===== src/rtl/tlb_pkg.sv =====
// ----------------------------------------------------------------------------
// tlb_pkg
// Shared types for the TLB attribute array: refill FSM state encoding and the
// PTE flag bundle delivered by the page-table walker, plus the leaf-PTE test.
// No ports (package).
// ----------------------------------------------------------------------------
package tlb_pkg;

    typedef enum logic {
        StIdle = 1'b0,
        StWait = 1'b1
    } tlb_state_e;

    typedef struct packed {
        logic v;
        logic u;
        logic w;
        logic x;
        logic r;
        logic d;
    } pte_flags_t;

    // A PTE is a leaf when valid and it grants read, or execute without write.
    function automatic logic pte_is_leaf(pte_flags_t p);
        return p.v & (p.r | (p.x & ~p.w));
    endfunction

endpackage


===== src/rtl/tlb_attri_array_if.sv =====
// ----------------------------------------------------------------------------
// tlb_attri_array_if
// Bundles the refill handshake, PTW response, PMA attributes, lookup hit mask
// and the registered attribute vectors of tlb_attri_array.
// Modports:
//   slave  - the attribute array (drives miss_ready, arrays, refill_waddr)
//   master - the requester / PTW side (drives everything else)
// ----------------------------------------------------------------------------
interface tlb_attri_array_if #(
    parameter int unsigned ENTRIES = 8,
    parameter int unsigned IDX_W   = $clog2(ENTRIES)
);
    logic               miss_valid;
    logic               miss_ready;
    logic               io_ptw_resp_valid;
    logic               io_ptw_resp_bits_pte_v;
    logic               io_ptw_resp_bits_pte_u;
    logic               io_ptw_resp_bits_pte_w;
    logic               io_ptw_resp_bits_pte_x;
    logic               io_ptw_resp_bits_pte_r;
    logic               io_ptw_resp_bits_pte_d;
    logic               io_ptw_invalidate;
    logic               prot_w;
    logic               prot_x;
    logic               prot_r;
    logic               cacheable;
    logic [ENTRIES-1:0] hit_mask;
    logic [ENTRIES-1:0] valid;
    logic [ENTRIES-1:0] u_array;
    logic [ENTRIES-1:0] sw_array;
    logic [ENTRIES-1:0] sx_array;
    logic [ENTRIES-1:0] sr_array;
    logic [ENTRIES-1:0] xr_array;
    logic [ENTRIES-1:0] cash_array;
    logic [ENTRIES-1:0] dirty_array;
    logic [IDX_W-1:0]   refill_waddr;

    modport slave (
        input  miss_valid, io_ptw_resp_valid,
        input  io_ptw_resp_bits_pte_v, io_ptw_resp_bits_pte_u, io_ptw_resp_bits_pte_w,
        input  io_ptw_resp_bits_pte_x, io_ptw_resp_bits_pte_r, io_ptw_resp_bits_pte_d,
        input  io_ptw_invalidate, prot_w, prot_x, prot_r, cacheable, hit_mask,
        output miss_ready, valid, u_array, sw_array, sx_array, sr_array, xr_array,
        output cash_array, dirty_array, refill_waddr
    );

    modport master (
        output miss_valid, io_ptw_resp_valid,
        output io_ptw_resp_bits_pte_v, io_ptw_resp_bits_pte_u, io_ptw_resp_bits_pte_w,
        output io_ptw_resp_bits_pte_x, io_ptw_resp_bits_pte_r, io_ptw_resp_bits_pte_d,
        output io_ptw_invalidate, prot_w, prot_x, prot_r, cacheable, hit_mask,
        input  miss_ready, valid, u_array, sw_array, sx_array, sr_array, xr_array,
        input  cash_array, dirty_array, refill_waddr
    );
endinterface


===== src/rtl/tlb_repl.sv =====
// ----------------------------------------------------------------------------
// tlb_repl
// Replacement state for the TLB attribute array.
//   TLB_ATTRI_PLRU_EN defined   : tree pseudo-LRU (ENTRIES-1 bits), touched by
//                                 hit_mask and then by the refill write.
//   TLB_ATTRI_PLRU_EN undefined : IDX_W round-robin pointer, advanced on each
//                                 accepted miss that used it; hits ignored.
// Ports:
//   clk, reset     - clock, async active-high reset
//   i_hit_mask     - one-hot lookup hit
//   i_alloc        - accepted miss that took the victim from this block
//   i_refill_we    - refill write this cycle, to entry i_refill_idx
//   o_victim       - replacement victim index
// ----------------------------------------------------------------------------
module tlb_repl #(
    parameter int unsigned ENTRIES = 8,
    parameter int unsigned IDX_W   = $clog2(ENTRIES)
) (
    input  logic               clk,
    input  logic               reset,
    input  logic [ENTRIES-1:0] i_hit_mask,
    input  logic               i_alloc,
    input  logic               i_refill_we,
    input  logic [IDX_W-1:0]   i_refill_idx,
    output logic [IDX_W-1:0]   o_victim
);

`ifdef TLB_ATTRI_PLRU_EN
    // Heap-ordered tree: node n has children 2n and 2n+1; a bit of 0 points the
    // victim search left, 1 points it right.
    logic [ENTRIES-1:1] r_tree;
    logic [ENTRIES-1:1] w_tree_nxt;
    logic [IDX_W-1:0]   w_hit_idx;
    logic               w_unused;

    assign w_unused = i_alloc;

    // Point every node on the path to idx away from it.
    function automatic logic [ENTRIES-1:1] touch(logic [ENTRIES-1:1] t,
                                                 logic [IDX_W-1:0]   idx);
        int unsigned node;
        node = 1;
        for (int lvl = 0; lvl < int'(IDX_W); lvl++) begin
            t[node] = ~idx[int'(IDX_W) - 1 - lvl];
            node    = (node << 1) | 32'(idx[int'(IDX_W) - 1 - lvl]);
        end
        return t;
    endfunction

    always_comb begin
        w_hit_idx = '0;
        for (int i = 0; i < int'(ENTRIES); i++) begin
            if (i_hit_mask[i]) w_hit_idx = IDX_W'(i);
        end
    end

    // Hit first, refill second, so the refill path wins on shared nodes.
    always_comb begin
        w_tree_nxt = r_tree;
        if (|i_hit_mask) w_tree_nxt = touch(w_tree_nxt, w_hit_idx);
        if (i_refill_we) w_tree_nxt = touch(w_tree_nxt, i_refill_idx);
    end

    always_comb begin
        int unsigned node;
        node = 1;
        for (int lvl = 0; lvl < int'(IDX_W); lvl++) begin
            node = (node << 1) | 32'(r_tree[node]);
        end
        o_victim = IDX_W'(node - ENTRIES);
    end

    always_ff @(posedge clk or posedge reset) begin
        if (reset) begin
            r_tree <= '0;
        end else begin
            r_tree <= w_tree_nxt;
        end
    end
`else
    logic [IDX_W-1:0] r_ptr;
    logic             w_unused;

    assign w_unused = ^{i_hit_mask, i_refill_we, i_refill_idx};
    assign o_victim = r_ptr;

    always_ff @(posedge clk or posedge reset) begin
        if (reset) begin
            r_ptr <= '0;
        end else if (i_alloc) begin
            r_ptr <= r_ptr + IDX_W'(1);
        end
    end
`endif

endmodule


===== src/rtl/tlb_attri_array.sv =====
// ----------------------------------------------------------------------------
// tlb_attri_array
// Per-entry TLB permission/attribute store with a single-outstanding refill.
// A miss (IDLE only) latches a victim index; the next PTW response writes all
// attribute bits of that entry. An invalidate clears every valid bit and, if a
// refill is pending, marks it stale so its write leaves the entry invalid.
// Replacement policy lives in tlb_repl; define TLB_ATTRI_PLRU_EN for tree
// pseudo-LRU, otherwise round-robin.
// Ports:
//   clk, reset - clock, async active-high reset
//   bus        - tlb_attri_array_if.slave (handshake, PTW response, arrays)
// ----------------------------------------------------------------------------
module tlb_attri_array
    import tlb_pkg::*;
#(
    parameter int unsigned ENTRIES = 8,
    parameter int unsigned IDX_W   = $clog2(ENTRIES)
) (
    input logic               clk,
    input logic               reset,
    tlb_attri_array_if.slave  bus
);

    tlb_state_e         r_state;
    tlb_state_e         w_state_nxt;
    logic               r_stale;
    logic [IDX_W-1:0]   r_waddr;
    logic [ENTRIES-1:0] r_valid, r_u, r_sw, r_sx, r_sr, r_xr, r_cash, r_dirty;

    pte_flags_t         w_pte;
    logic               w_leaf;
    logic               w_accept;
    logic               w_resp;
    logic               w_inv_found;
    logic [IDX_W-1:0]   w_inv_idx;
    logic [IDX_W-1:0]   w_repl_victim;
    logic [IDX_W-1:0]   w_victim;

    assign w_pte = {bus.io_ptw_resp_bits_pte_v, bus.io_ptw_resp_bits_pte_u,
                    bus.io_ptw_resp_bits_pte_w, bus.io_ptw_resp_bits_pte_x,
                    bus.io_ptw_resp_bits_pte_r, bus.io_ptw_resp_bits_pte_d};
    assign w_leaf   = pte_is_leaf(w_pte);
    assign w_accept = bus.miss_valid & (r_state == StIdle);
    assign w_resp   = bus.io_ptw_resp_valid & (r_state == StWait);

    // Lowest-index invalid entry; scanning downward leaves the lowest match.
    always_comb begin
        w_inv_found = 1'b0;
        w_inv_idx   = '0;
        for (int i = int'(ENTRIES) - 1; i >= 0; i--) begin
            if (!r_valid[i]) begin
                w_inv_found = 1'b1;
                w_inv_idx   = IDX_W'(i);
            end
        end
    end

    assign w_victim = w_inv_found ? w_inv_idx : w_repl_victim;

    tlb_repl #(
        .ENTRIES (ENTRIES),
        .IDX_W   (IDX_W)
    ) u_repl (
        .clk          (clk),
        .reset        (reset),
        .i_hit_mask   (bus.hit_mask),
        .i_alloc      (w_accept & ~w_inv_found),
        .i_refill_we  (w_resp),
        .i_refill_idx (r_waddr),
        .o_victim     (w_repl_victim)
    );

    always_comb begin
        w_state_nxt = r_state;
        case (r_state)
            StIdle:  if (bus.miss_valid) w_state_nxt = StWait;
            StWait:  if (bus.io_ptw_resp_valid) w_state_nxt = StIdle;
            default: w_state_nxt = StIdle;
        endcase
    end

    always_ff @(posedge clk or posedge reset) begin
        if (reset) begin
            r_state <= StIdle;
            r_stale <= 1'b0;
            r_waddr <= '0;
        end else begin
            r_state <= w_state_nxt;
            if (w_accept) begin
                r_waddr <= w_victim;
                r_stale <= 1'b0;
            end else if ((r_state == StWait) && bus.io_ptw_invalidate) begin
                r_stale <= 1'b1;
            end
        end
    end

    always_ff @(posedge clk or posedge reset) begin
        if (reset) begin
            r_valid <= '0;
            r_u     <= '0;
            r_sw    <= '0;
            r_sx    <= '0;
            r_sr    <= '0;
            r_xr    <= '0;
            r_cash  <= '0;
            r_dirty <= '0;
        end else begin
            if (w_resp) begin
                r_u[r_waddr]     <= w_pte.u;
                r_sw[r_waddr]    <= w_leaf & w_pte.w & bus.prot_w;
                r_sx[r_waddr]    <= w_leaf & w_pte.x & bus.prot_x;
                r_sr[r_waddr]    <= w_leaf & w_pte.r & bus.prot_r;
                r_xr[r_waddr]    <= w_leaf & w_pte.x & bus.prot_r;
                r_cash[r_waddr]  <= bus.cacheable;
                r_dirty[r_waddr] <= w_pte.d;
            end
            // Invalidate beats a same-cycle refill; a stale refill stays invalid.
            if (bus.io_ptw_invalidate) begin
                r_valid <= '0;
            end else if (w_resp) begin
                r_valid[r_waddr] <= ~r_stale;
            end
        end
    end

    assign bus.miss_ready   = (r_state == StIdle);
    assign bus.refill_waddr = r_waddr;
    assign bus.valid        = r_valid;
    assign bus.u_array      = r_u;
    assign bus.sw_array     = r_sw;
    assign bus.sx_array     = r_sx;
    assign bus.sr_array     = r_sr;
    assign bus.xr_array     = r_xr;
    assign bus.cash_array   = r_cash;
    assign bus.dirty_array  = r_dirty;

endmodule


===== src/flat_wrapper.sv =====
// flat-port wrapper written by rule: the top's interface ports become plain ports
module tlb_attri_array_flat import tlb_pkg::*;
#(
    parameter int unsigned ENTRIES = 8,
    parameter int unsigned IDX_W   = $clog2(ENTRIES)
)
  (clk, reset, bus_miss_valid, bus_io_ptw_resp_valid, bus_io_ptw_resp_bits_pte_v, bus_io_ptw_resp_bits_pte_u, bus_io_ptw_resp_bits_pte_w, bus_io_ptw_resp_bits_pte_x, bus_io_ptw_resp_bits_pte_r, bus_io_ptw_resp_bits_pte_d, bus_io_ptw_invalidate, bus_prot_w, bus_prot_x, bus_prot_r, bus_cacheable, bus_hit_mask, bus_miss_ready, bus_valid, bus_u_array, bus_sw_array, bus_sx_array, bus_sr_array, bus_xr_array, bus_cash_array, bus_dirty_array, bus_refill_waddr);
  tlb_attri_array_if #(.ENTRIES(ENTRIES), .IDX_W(IDX_W)) bus_i ();
  input logic clk;
  input logic reset;
  input wire logic [$bits(bus_i.miss_valid)-1:0] bus_miss_valid;
  input wire logic [$bits(bus_i.io_ptw_resp_valid)-1:0] bus_io_ptw_resp_valid;
  input wire logic [$bits(bus_i.io_ptw_resp_bits_pte_v)-1:0] bus_io_ptw_resp_bits_pte_v;
  input wire logic [$bits(bus_i.io_ptw_resp_bits_pte_u)-1:0] bus_io_ptw_resp_bits_pte_u;
  input wire logic [$bits(bus_i.io_ptw_resp_bits_pte_w)-1:0] bus_io_ptw_resp_bits_pte_w;
  input wire logic [$bits(bus_i.io_ptw_resp_bits_pte_x)-1:0] bus_io_ptw_resp_bits_pte_x;
  input wire logic [$bits(bus_i.io_ptw_resp_bits_pte_r)-1:0] bus_io_ptw_resp_bits_pte_r;
  input wire logic [$bits(bus_i.io_ptw_resp_bits_pte_d)-1:0] bus_io_ptw_resp_bits_pte_d;
  input wire logic [$bits(bus_i.io_ptw_invalidate)-1:0] bus_io_ptw_invalidate;
  input wire logic [$bits(bus_i.prot_w)-1:0] bus_prot_w;
  input wire logic [$bits(bus_i.prot_x)-1:0] bus_prot_x;
  input wire logic [$bits(bus_i.prot_r)-1:0] bus_prot_r;
  input wire logic [$bits(bus_i.cacheable)-1:0] bus_cacheable;
  input wire logic [$bits(bus_i.hit_mask)-1:0] bus_hit_mask;
  output wire logic [$bits(bus_i.miss_ready)-1:0] bus_miss_ready;
  output wire logic [$bits(bus_i.valid)-1:0] bus_valid;
  output wire logic [$bits(bus_i.u_array)-1:0] bus_u_array;
  output wire logic [$bits(bus_i.sw_array)-1:0] bus_sw_array;
  output wire logic [$bits(bus_i.sx_array)-1:0] bus_sx_array;
  output wire logic [$bits(bus_i.sr_array)-1:0] bus_sr_array;
  output wire logic [$bits(bus_i.xr_array)-1:0] bus_xr_array;
  output wire logic [$bits(bus_i.cash_array)-1:0] bus_cash_array;
  output wire logic [$bits(bus_i.dirty_array)-1:0] bus_dirty_array;
  output wire logic [$bits(bus_i.refill_waddr)-1:0] bus_refill_waddr;
  assign bus_i.miss_valid = bus_miss_valid;
  assign bus_i.io_ptw_resp_valid = bus_io_ptw_resp_valid;
  assign bus_i.io_ptw_resp_bits_pte_v = bus_io_ptw_resp_bits_pte_v;
  assign bus_i.io_ptw_resp_bits_pte_u = bus_io_ptw_resp_bits_pte_u;
  assign bus_i.io_ptw_resp_bits_pte_w = bus_io_ptw_resp_bits_pte_w;
  assign bus_i.io_ptw_resp_bits_pte_x = bus_io_ptw_resp_bits_pte_x;
  assign bus_i.io_ptw_resp_bits_pte_r = bus_io_ptw_resp_bits_pte_r;
  assign bus_i.io_ptw_resp_bits_pte_d = bus_io_ptw_resp_bits_pte_d;
  assign bus_i.io_ptw_invalidate = bus_io_ptw_invalidate;
  assign bus_i.prot_w = bus_prot_w;
  assign bus_i.prot_x = bus_prot_x;
  assign bus_i.prot_r = bus_prot_r;
  assign bus_i.cacheable = bus_cacheable;
  assign bus_i.hit_mask = bus_hit_mask;
  assign bus_miss_ready = bus_i.miss_ready;
  assign bus_valid = bus_i.valid;
  assign bus_u_array = bus_i.u_array;
  assign bus_sw_array = bus_i.sw_array;
  assign bus_sx_array = bus_i.sx_array;
  assign bus_sr_array = bus_i.sr_array;
  assign bus_xr_array = bus_i.xr_array;
  assign bus_cash_array = bus_i.cash_array;
  assign bus_dirty_array = bus_i.dirty_array;
  assign bus_refill_waddr = bus_i.refill_waddr;
  tlb_attri_array #(.ENTRIES(ENTRIES), .IDX_W(IDX_W)) u_core (.clk(clk), .reset(reset), .bus(bus_i));
endmodule

===== config.mk =====
export PLATFORM = sky130hd
export DESIGN_NAME = tlb_attri_array_flat
export DESIGN_NICKNAME = d
export VERILOG_FILES = /design/src/rtl/tlb_pkg.sv /design/src/rtl/tlb_attri_array_if.sv /design/src/rtl/tlb_repl.sv /design/src/rtl/tlb_attri_array.sv /design/src/flat_wrapper.sv
export SDC_FILE = /design/constraint.sdc
export NUM_CORES = 1
export LEC_CHECK = 0
export BUFFER_PORTS_ARGS = -buffer_cell sky130_fd_sc_hd__buf_4
export CAP_MARGIN = 20
export CORE_UTILIZATION = 47
export DETAILED_ROUTE_END_ITERATION = 8
export GPL_ROUTABILITY_DRIVEN = 0
export PLACE_DENSITY_LB_ADDON = 0.12
export SYNTH_ARGS = -nofsm -noshare
export SYNTH_HDL_FRONTEND = slang
export SYNTH_SLANG_ARGS = --single-unit

===== constraint.sdc =====
create_clock -name clk -period 3.22 [get_ports clk]
set_input_delay 0.644 -clock clk [delete_from_list [all_inputs] [get_ports clk]]
set_output_delay 0.644 -clock clk [all_outputs]
set_load 0.01 [all_outputs]

# --- Yosys cells after proc, flatten, opt, wreduce, memory -nomap -nowiden ---
# Index checks and enable logic that the tools add are counted.
totals:
  reg_bits: 72
  in_bits: 23
  out_inout_bits: 68
  word_cells: 70
op_classes:
  n_addsub: 1
  magnitude_cmp: 2
  mux: 34
  bitwise_logic: 17
  reduce_logical: 4
op_table:
  columns: ["cell", "count"]
  rows:
  - ["bitwise mux 8 bit", 8]
  - ["two-way mux 3 bit", 9]
  - ["two-way mux 8 bit", 2]
  - ["two-way mux 1 bit", 13]
  - ["AND 1 bit", 12]
  - ["less-than comparator 3 x 4 -> 1 bit (second input constant)", 1]
  - ["NOT 1 bit", 4]
  - ["nonzero test 2 bit", 2]
  - ["adder 3 x 1 -> 3 bit (second input constant)", 1]
  - ["demux 1 bit (select 3 bit)", 1]
  - [">= comparator 3 x 1 -> 1 bit (second input constant)", 1]
  - ["logical AND 1 bit", 2]
  - ["one-hot mux 1 bit (2 select lines)", 1]
  - ["bitwise OR 1 bit", 1]

# --- Longest topological paths before layout ---
# Gate-level depths: netlist of the first run.
depth:
  ltp_word: 10
  ltp_mapped: 5
  depth_no_buf: 4

# --- Modules after synthesis ---
# Synthesis of the first run repeated with hierarchy kept, for this count alone.
hier_totals:
  hier_cells: 243
  hier_area_um2: 2916.5
by_module_without_submodules:
  columns: ["mod", "instances", "cells_per_inst", "area_each_um2", "seq_area_each_um2"]
  rows:
  - ["tlb_attri_array", 1, 234, 2788.9, 1726.7]
  - ["tlb_repl", 1, 9, 127.6, 75.1]

# --- Worst setup path before layout of the first run ---
# OpenSTA, ideal clock, no wires.
synth_timing:
  path_type: "input to register"
  startpoint: "in bus_io_ptw_resp_valid"
  endpoint: "reg u_core.r_cash[0], in the netlist u_core.bus.cash_array[0]"
  setup_time_ps: 125
  t_arrival_ps: 1456
  t_required_ps: 3095
  setup_slack_ps: 1639
  cell_stages: 4
  n_path_buf: 1
  cell_sequence: "and3b_2 -> nand2_1 -> buf_2 -> mux2_4"
synth_between:
  elab_chain_cells: 1
synth_rtl:
  columns: ["item", "line_no", "rtl"]
  rows:
  - ["start: declaration", "flat_wrapper.sv:12", "input wire logic [$bits(bus_i.io_ptw_resp_valid)-1:0] bus_io_ptw_resp_valid;"]
  - ["AND 1 bit", "tlb_attri_array.sv:44", "assign w_resp = bus.io_ptw_resp_valid & (r_state == StWait);"]
  - ["end signal: indexed assignment", "tlb_attri_array.sv:115", "r_cash[r_waddr] <= bus.cacheable;"]
  - ["end: declaration", "tlb_attri_array.sv:28", "logic [ENTRIES-1:0] r_valid, r_u, r_sw, r_sx, r_sr, r_xr, r_cash, r_dirty;"]
# Every way passes these cells.
# A chain may end at the register's enable or synchronous reset.

# --- Worst setup path in the final report of the first run ---
layout_timing:
  startpoint: "reg u_core.r_waddr[0], in the netlist u_core.bus.refill_waddr[0]"
  endpoint: "out bus_refill_waddr[0]"
layout_lines:
  columns: ["item", "line_no", "rtl"]
  rows:
  - ["start: declaration", "tlb_attri_array.sv:27", "logic [IDX_W-1:0] r_waddr;"]
  - ["start signal: assignment", "tlb_attri_array.sv:90", "r_waddr <= w_victim;"]
  - ["end: declaration", "flat_wrapper.sv:34", "output wire logic [$bits(bus_i.refill_waddr)-1:0] bus_refill_waddr;"]
# No word-level cell between the ends.

==> flow_summary.toml, run 1 <==
[run_status]
outcome = "finished clean"

[setup_path]
required_ns = 2.58
cp-end-kind = "output pin"
crit_fanout = 7
criticalPathCategory = "register to output pin"
slowest_delay_ns = 0.49
slowest_stage = "dfrtp_1"
crit_family = "flip-flops"
critPathArrivalTime_ns = 1.00
critPathBufInv = 1
crit_path_cell_trace = "buf_4"
startpoint_type = "register"

[grt]
grt_pass1_wl_um = 9908
track_usage_pct = 21.06
overflow = 0
grt_pass1_vias = 1909
grt_max_degree = 56
antenna_found_initial = 0

[floorplanning]
dieWidth_um = 80.39
ios = 91
start_util_pct = 48.77
rows = 28
core_um2 = 5921
die_y_um = 80.39
fp.dieArea_um2 = 6462

[clock_tree]
cts-hold-fix-buffers = 0
clock-sinks = 72
clk-insertion-delay-late_ns = 0.33
cts_tree = "yes"
cts_resized = 0
h-tree-depth = 3
clockBufferDepth = 2
numCtsBuffers = 9
cts_setup_buffers = 0
root_buffer = "clkbuf_8"
clk_pin_slew_worst_paths_ns = 0.07

[detailed_routing]
drtIter0Drc = 120
vias_per_cell = 5.135
drc = 0
wire_per_inst_um = 15.27
vias = 2090
wirelength_um = 6214
drtPass1Iterations = 4
ant_nets = 0

[pwr]
share_comb_of_total_power_pct = 12.4
cellPowerDensity_nw_per_um2 = 537.2
peakVddDrop_mv = 0.4219
netSwitchingFraction_pct = 23.63
leakagePower_nw = 1.898
pwr-share-seq_pct = 50.1
cell_internal_pwr_w = 0.001540
clkPwrFrac_pct = 37.5
switching_power_w = 0.0004764

[final_layout]
nets = 351
multi_input_area_um2 = 985.9
fill_cells = 527
drive_gt1_share_pct = 40.06
fin_cells = 407
n_antenna_cell = 0
final_util_pct = 63.40
synthToLayoutAreaGrowth_pct = 29.98
ff_latch_area_um2 = 1802

[timing]
worst_slew_margin_rel_pct = 53.92
worst_slew_pin_slew_ns = 0.6904
setup_tns_ns = 0
fin_crit_sh_pct = 51.07
drv_slew = 0
post-route-min-period_ns = 1.644
fmax_mhz = 608.1
setup_violations = 0
clock_skew_ns = 0.004911
rsz0062_at_grt = "no"
final_hold_viol_count = 0

[synth]
yosysSeqAreaShare_pct = 62.39
syn_area_per_cell_um2 = 11.93
synth_edf_count = 0
async_flop_share_pct = 100.0
synth_seq_cells = 72
synthCells = 242
synth_fp_nets = 266
synth_common_cells = "dfrtp_1 (72), nand2_1 (50), o21ai_0 (37)"
yosys-top-cells-area = "dfrtp_1 (62%), mux2_2 (6.6%), nand2_1 (6.5%)"
yosysMostFrequentCell = "dfrtp_1"
synth_cell_types = 29
synth_top_area_share_pct = 62.39
yosysTopAreaCell = "dfrtp_1"
ys_warn_count = 0
syn_area_um2 = 2888
synthFlopType = "dfrtp_1"

[run]
drv_cap = 0

[placement]
port_buffers = 82
dpl.hpwl_um = 4306
place_inst = 391

[min_path]
holdCritPathClass = "primary input to asynchronous set/reset pin"
[worst paths after layout]
path / from / endpoint / slack [ns] / depth (start not counted)
max: u_core.bus.refill_waddr[0]$_DFFE_PP0P_ / bus_refill_waddr[0] / 1.58 / 1
min in group clk: u_core.u_repl.o_victim[2]$_DFFE_PP0P_ / u_core.u_repl.o_victim[2]$_DFFE_PP0P_ / 0.47 / 1
min: reset / u_core.bus.u_array[6]$_DFFE_PP0P_ / 0.29 / 2
min reg2reg: u_core.u_repl.o_victim[2]$_DFFE_PP0P_ / u_core.u_repl.o_victim[2]$_DFFE_PP0P_ / 0.47 / 1
max in group asynchronous: reset / u_core.r_stale$_DFFE_PP0P_ / 2.31 / 3
max reg2reg: u_core.r_state$_DFF_PP0_ / u_core.bus.u_array[2]$_DFFE_PP0P_ / 1.59 / 3
[cell usage in the layout, fill, tap and decap left out, types with 2 or more instances in the layout]
cell type | synthesis | layout
or2_2 | 4 | 4
nor2b_1 | 2 | 2
a22oi_1 | 2 | 2
dfrtp_1 | 72 | 72
o2111ai_1 | 3 | 3
mux2_2 | 17 | 17
or2_0 | 4 | 4
nand4_1 | 3 | 3
clkbuf_8 | 0 | 13
nand2_1 | 50 | 50
mux2_4 | 8 | 8
buf_4 | 0 | 82
inv_1 | 5 | 4
a21oi_1 | 10 | 10
nand3_2 | 2 | 2
nor2_1 | 3 | 3
o21ai_0 | 37 | 37
[registers in the layout (all words and copies together), names as in the netlist]
signal	flops
u_core.r_stale	1
u_core.bus.sx_array	8
u_core.bus.valid	8
u_core.bus.cash_array	8
u_core.u_repl.o_victim	3
u_core.bus.dirty_array	8
u_core.bus.sr_array	8
u_core.bus.sw_array	8
u_core.bus.xr_array	8
u_core.r_state	1
u_core.bus.refill_waddr	3
u_core.bus.u_array	8
[layer usage]
layer  GRT usage (%)  vias to the layer above  share of wire [%]
li1                -                     1007                  -
met1           29.42                     1011                 47
met2           30.08                       59                 44
met3           6.818                       13                6.8
met4           8.571                        0                1.8
met5               0                        -                  0
[cell families after synthesis]
logic type | Yosys count | share of synthesized area (%)
compound gates | 55 | 10.36
xor+xnor | 2 | 0.6067
fa+ha+maj | 1 | 0.4332
buf+inv | 14 | 3.466
flops | 72 | 62.39
mux | 25 | 10.79
simple gates | 73 | 11.96
[power by group through the flow]
stage / registers, W / clock network, W / logic, W
2_1_floorplan: 0.00104 / 0 / 0.0000950
3_3_place_gp: 0.00103 / 0 / 0.000249
3_5_place_dp: 0.00103 / 0 / 0.000255
4_1_cts: 0.00101 / 0.000772 / 0.000256
5_1_grt: 0.00102 / 0.000811 / 0.000275
6_report: 0.00101 / 0.000757 / 0.000250
[layout make-up]
cell class / instances / share of cell area, %
Clock inverter: 2 / 0.9333
Sequential cell: 72 / 48.00
Clock buffer: 14 / 4.867
Inverter: 5 / 0.5000
Tap cell: 75 / 2.500
Multi-Input combinational cell: 156 / 26.27
Timing Repair Buffer: 83 / 16.93
[worst register-to-register path, cell delays in order, from the launching register on]
cell and delay, ns:
dfrtp_1 0.43, and3b_2 0.26, nand2_1 0.42, mux2_2 0.40
[per-stage QoR]
step / worst slack [ns] / total power, W / area (µm²) / hold slack [ns]
6_report: 1.576 / 0.002016 / 3754 / 0.2947
5_1_grt: 1.487 / 0.002104 / 3754 / 0.3114
4_1_cts: 1.564 / 0.002037 / 3754 / 0.2950
3_5_place_dp: 1.284 / 0.001282 / 3536 / 0.4673
3_3_place_gp: 1.287 / 0.001275 / 3536 / 0.4623
2_1_floorplan: 0.7511 / 0.001140 / 2888 / 0.4455
(Power assumes the default switching activity.)
==> inputs of run 2 (changes only) <==
Settings changed: ABC_AREA set to 1.
Clock period 3.22 ns to 1.7 ns, I/O delays scaled along.
==> flow_summary.toml, run 2 <==
[run_status]
outcome = "finished clean"

[timing]
rsz0062_at_grt = "no"
fin_crit_sh_pct = 80.72
setup_violations = 0
final_hold_viol_count = 0
drv_slew = 0
post-route-min-period_ns = 1.372
holdWs_ns = 0.09084
worst_slew_pin_slew_ns = 0.5066
worst_slew_margin_rel_pct = 66.13
fmax_mhz = 728.8
clock_skew_ns = 0.008454
setup_tns_ns = 0

[floorplanning]
ios = 91
core_um2 = 5956
rows = 28
fp.dieArea_um2 = 6563
die_y_um = 81.01
start_util_pct = 49.26
dieWidth_um = 81.01

[grt]
overflow = 0
grt_use_met1_pct = 30.64
gr-usage-met3_pct = 6.067
grt_pass1_wl_um = 10410
gr-max-usage-layer = "met2"
grt_pass1_vias = 2091
track_usage_pct = 21.62
grt_max_degree = 73
antenna_found_initial = 0
use_met2_pct = 31.09

[synth]
yosysMostFrequentCell = "nand2_1"
synth_edf_count = 0
synthCells = 296
yosysSeqAreaShare_pct = 61.41
synth_fp_nets = 320
synthFlopType = "dfrtp_1"
yosys-top-cells-area = "dfrtp_1 (61%), nand2_1 (11%), o21ai_2 (6.0%)"
synth_top_area_share_pct = 61.41
syn_area_um2 = 2934
synth_seq_cells = 72
synth_common_cells = "nand2_1 (85), dfrtp_1 (72), o21ai_1 (23)"
async_flop_share_pct = 100.0
yosysTopAreaCell = "dfrtp_1"
ys_warn_count = 0
synth_cell_types = 22
syn_area_per_cell_um2 = 9.912

[final_layout]
final_cell_mix = "nand2_1 (85), buf_4 (82), dfrtp_1 (72), o21ai_1 (23), o21ai_2 (20)"
nets = 405
fill_cells = 540
stdcell_area_um2 = 3786
drive_gt1_share_pct = 33.42
n_antenna_cell = 0
final_common_cell = "nand2_1"
synthToLayoutAreaGrowth_pct = 29.04
fin_cells = 461

[setup_path]
worst_r2r_startpoint = "u_core.bus.refill_waddr[1]$_DFFE_PP0P_"
criticalPathCategory = "register to register"
cp-end-kind = "register"
required_ns = 1.91
crit_fanout = 15
reg2reg_depth = 5
startpoint_type = "register"
regToRegSetupSlack_ns = 0.33
critPathArrivalTime_ns = 1.58
reg2reg_to = "u_core.bus.sx_array[2]$_DFFE_PP0P_"

[clock_tree]
cts_setup_buffers = 0
root_buffer = "clkbuf_8"
clockBufferDepth = 2
clk-insertion-delay-late_ns = 0.34
numCtsBuffers = 9
clock-sinks = 72
clk_pin_slew_worst_paths_ns = 0.07
cts_tree = "yes"
cts_resized = 0
cts-hold-fix-buffers = 0
h-tree-depth = 3

[min_path]
holdCritPathClass = "primary input to asynchronous set/reset pin"

[pwr]
peakVddDrop_mv = 0.6345
leakagePower_nw = 1.872
cellPowerDensity_nw_per_um2 = 1025

[run]
drv_cap = 0

[detailed_routing]
vias = 2297
drtPass1Iterations = 4
wire_per_inst_um = 14.11
wirelength_um = 6504
vias_per_cell = 4.983
drc = 0
drtIter0Drc = 162
ant_nets = 0

[placement]
placed_cell_area_um2 = 3586
dpl.hpwl_um = 4600
port_buffers = 82
place_inst = 445
[run 2: cell types whose count changed after synthesis, sizes merged, moves of 3 or more]
cell | previous run | this run
o21ai | 37 | 59
inv | 5 | 13
nand3 | 3 | 9
nand2 | 50 | 94
o2111ai | 3 | 0
nor3 | 1 | 7
or2 | 8 | 0
nor2 | 3 | 18
mux2 | 25 | 0
[run 2: cell type report]
cell class                 instances  area [µm²]  share of cell area [%]
clock inverter                     2       37.54                  0.9914
timing repair buffer              83       635.6                   16.79
tap                               75       93.84                   2.479
inverter                          14       56.30                   1.487
multi-input combinational        201       998.5                   26.37
sequential                        72        1802                   47.59
clock buffer                      14       162.7                   4.296
[run 2: kinds of logic (layout without fill, tap and decap cells)]
logic type	Yosys count	after routing	share of synthesized area [%]
buffers and inverters	23	113	4.563
AOI/OAI and AO/OA	69	69	14.41
xor gates and xnor gates	1	1	0.2986
and+or+nand+nor	130	130	18.89
DFF	72	72	61.41
adders and majority gates	1	1	0.4264
[run 2: power by group]
part	leakage (nW)	internal (W)	switching (W)	total (W)
Combinational	0.790	0.000270	0.000315	0.000584
Sequential	0.985	0.00185	0.0000880	0.00194
Clock	0.0969	0.000761	0.000595	0.00136
Total	1.87	0.00288	0.000998	0.00388
[run 2: routing by layer]
metal	share of wire (%)	vias up
met4	1.1	0
met2	44	64
met3	6.3	9
met5	0	-
li1	-	1152
met1	48	1072
[run 2: critical path, cell delays in order (launching register included)]
cell and delay (ns):
dfrtp_1 0.44, inv_1 0.06, nor2_1 0.26, nand2_2 0.28, nand2_1 0.13, o21ai_0 0.08
[run 2: metrics by stage]
stage	total power, W	setup WS [ns]	utilization (%)
2_1_floorplan	0.002257	0.4685	-
3_3_place_gp	0.002552	0.3390	60.21
3_5_place_dp	0.002568	0.3284	60.21
4_1_cts	0.003923	0.3253	63.57
5_1_grt	0.004078	0.1569	63.57
6_report	0.003881	0.3278	63.57
[run 2: how the worst max path moves through the flow]
stage,from,endpoint,slack [ns],depth (start not counted)
floorplan,u_core.bus.refill_waddr[0]$_DFFE_PP0P_,u_core.bus.sr_array[5]$_DFFE_PP0P_,0.47,6
global placement,u_core.bus.refill_waddr[2]$_DFFE_PP0P_,u_core.bus.valid[5]$_DFFE_PP0P_,0.34,5
detailed placement,u_core.bus.refill_waddr[1]$_DFFE_PP0P_,u_core.bus.sx_array[5]$_DFFE_PP0P_,0.33,3
CTS,u_core.bus.refill_waddr[1]$_DFFE_PP0P_,u_core.bus.valid[2]$_DFFE_PP0P_,0.33,5
global route,u_core.bus.refill_waddr[1]$_DFFE_PP0P_,u_core.bus.sx_array[2]$_DFFE_PP0P_,0.16,5
finish,u_core.bus.refill_waddr[1]$_DFFE_PP0P_,u_core.bus.sx_array[2]$_DFFE_PP0P_,0.33,5
==> inputs of run 3 (changes only) <==
Clock period 1.7 ns to 1.4 ns, I/O delays scaled along.
==> flow_summary.toml, run 3 (synthesis gave the netlist of run 2 again) <==
[timing]
setup_violations = 0
worst_slew_pin_slew_ns = 0.4974
fmax_mhz = 734.5
clock_skew_ns = 0.007315
fin_crit_sh_pct = 97.25
post-route-min-period_ns = 1.362
rsz0062_at_grt = "yes"
drv_slew = 0
setup_ws_ns = 0.03847
final_hold_viol_count = 0
worst_slew_margin_rel_pct = 66.75
setup_tns_ns = 0

[setup_path]
slowest_delay_ns = 0.39
crit_top_cell = "nand2_2"
required_ns = 1.61
slowest_stage = "dfrtp_1"
crit_fanout = 15
crit_path_cell_trace = "nand2_2 -> nor2_4 -> nand2_2 -> nand2_1 -> o21ai_0"
cp-end-kind = "register"
critPathArrivalTime_ns = 1.57
criticalPathCategory = "register to register"
startpoint_type = "register"

[placement]
port_buffers = 82
place_ws_ns = 0.08606
dpl.hpwl_um = 4759

[floorplanning]
core_um2 = 5956
rows = 28
ios = 91
die_y_um = 81.01
start_util_pct = 49.26
dieWidth_um = 81.01
fp.dieArea_um2 = 6563

[pwr]
peakVddDrop_mv = 0.6441
leakagePower_nw = 1.952
cellPowerDensity_nw_per_um2 = 1152

[grt]
overflow = 0
grt_pass1_vias = 2255
grt_max_degree = 73
track_usage_pct = 22.90
grt_pass1_wl_um = 11040
antenna_found_initial = 0

[final_layout]
synthToLayoutAreaGrowth_pct = 31.26
ff_latch_area_um2 = 1802
final_common_cell = "buf_4"
n_antenna_cell = 0
fill_cells = 530
nets = 415
drive_gt1_share_pct = 35.70
multi_input_area_um2 = 1011
final_cell_mix = "buf_4 (90), nand2_1 (85), dfrtp_1 (72), o21ai_1 (23), o21ai_2 (20)"

[run]
drv_cap = 0

[detailed_routing]
vias_per_cell = 5.011
drtIter0Drc = 176
vias = 2355
drtPass1Iterations = 4
wire_per_inst_um = 14.36
wirelength_um = 6747
ant_nets = 0
drc = 0

[clock_tree]
numCtsBuffers = 9
cts_tree = "yes"
h-tree-depth = 3
clock-sinks = 72
cts_setup_buffers = 0
clk_pin_slew_worst_paths_ns = 0.07
root_buffer = "clkbuf_8"
clk-insertion-delay-late_ns = 0.34
clockBufferDepth = 2

[min_path]
holdCritPathClass = "primary input to asynchronous set/reset pin"

[run_status]
outcome = "finished clean"
-- run 3: cell types whose count changed in the layout (fill, tap and decap cells not counted), sizes merged --
cell,before,now
buf,83,93
bufinv,1,0
clkbuf,14,10
clkinv,1,6
clkinvlp,2,1
-- run 3: path summary, 6_finish.rpt --
path	slack, ns	cells after the start	startpoint	to
worst min-delay path	0.03	3	reset	u_core.bus.valid[5]$_DFFE_PP0P_
worst max-delay path	0.04	5	u_core.r_state$_DFF_PP0_	u_core.bus.sx_array[2]$_DFFE_PP0P_
worst min register to register	0.48	2	u_core.u_repl.o_victim[2]$_DFFE_PP0P_	u_core.u_repl.o_victim[2]$_DFFE_PP0P_
min in group clk	0.14	2	bus_io_ptw_resp_valid	u_core.r_state$_DFF_PP0_
worst max register to register	0.04	5	u_core.r_state$_DFF_PP0_	u_core.bus.sx_array[2]$_DFFE_PP0P_
max in group asynchronous	1.06	3	reset	u_core.bus.valid[0]$_DFFE_PP0P_
-- run 3: final cells by class --
class / instances / share of cell area (%)
clock inverter: 5 / 0.6498
inverter: 14 / 1.462
multi-input combinational: 201 / 26.25
clock buffer: 10 / 3.314
timing repair buffer: 93 / 19.10
tap: 75 / 2.437
sequential: 72 / 46.78
-- run 3: stage by stage --
| stage | hold WS (ns) | utilization (%) | cell area, µm² | instances | total power, W |
|---|---|---|---|---|---|
| finish | 0.03312 | 64.66 | 3851 | 470 | 0.004435 |
| global route | 0.04912 | 64.66 | 3851 | 470 | 0.004673 |
| CTS | 0.05460 | 64.45 | 3839 | 470 | 0.004480 |
| detailed placement | 0.4218 | 61.89 | 3686 | 455 | 0.003127 |
| global placement | 0.4195 | 61.89 | 3686 | 455 | 0.003105 |
| floorplan | 0.3903 | - | 2938 | 296 | 0.002740 |
-- run 3: layer usage --
layer	global-route usage (%)	part of all wire, %	up-vias
met1	32.20	47	1104
met4	9.643	1.7	0
met2	33.78	45	81
li1	-	-	1158
met3	5.618	6.1	12
met5	0	0	-
-- run 3: power by group --
| part | total (W) | internal, W | switching [W] |
|---|---|---|---|
| sequential | 0.00235 | 0.00225 | 0.0000982 |
| combinational | 0.000731 | 0.000336 | 0.000395 |
| clock | 0.00136 | 0.000618 | 0.000738 |
-- run 3: critical path: cells and delay by family (launching register included) --
kind               cells  cell delay [ns]
DFF                    1             0.39
AOI/OAI and AO/OA      1             0.08
and+or+nand+nor        4             0.76
-- run 3: repair_timing --
action / CTS / global route
gates resized for setup: 0 / 3
hold buffers: 0 / 0
endpoints found under the setup margin: 0 / 36
hold endpoints to repair: 0 / 0
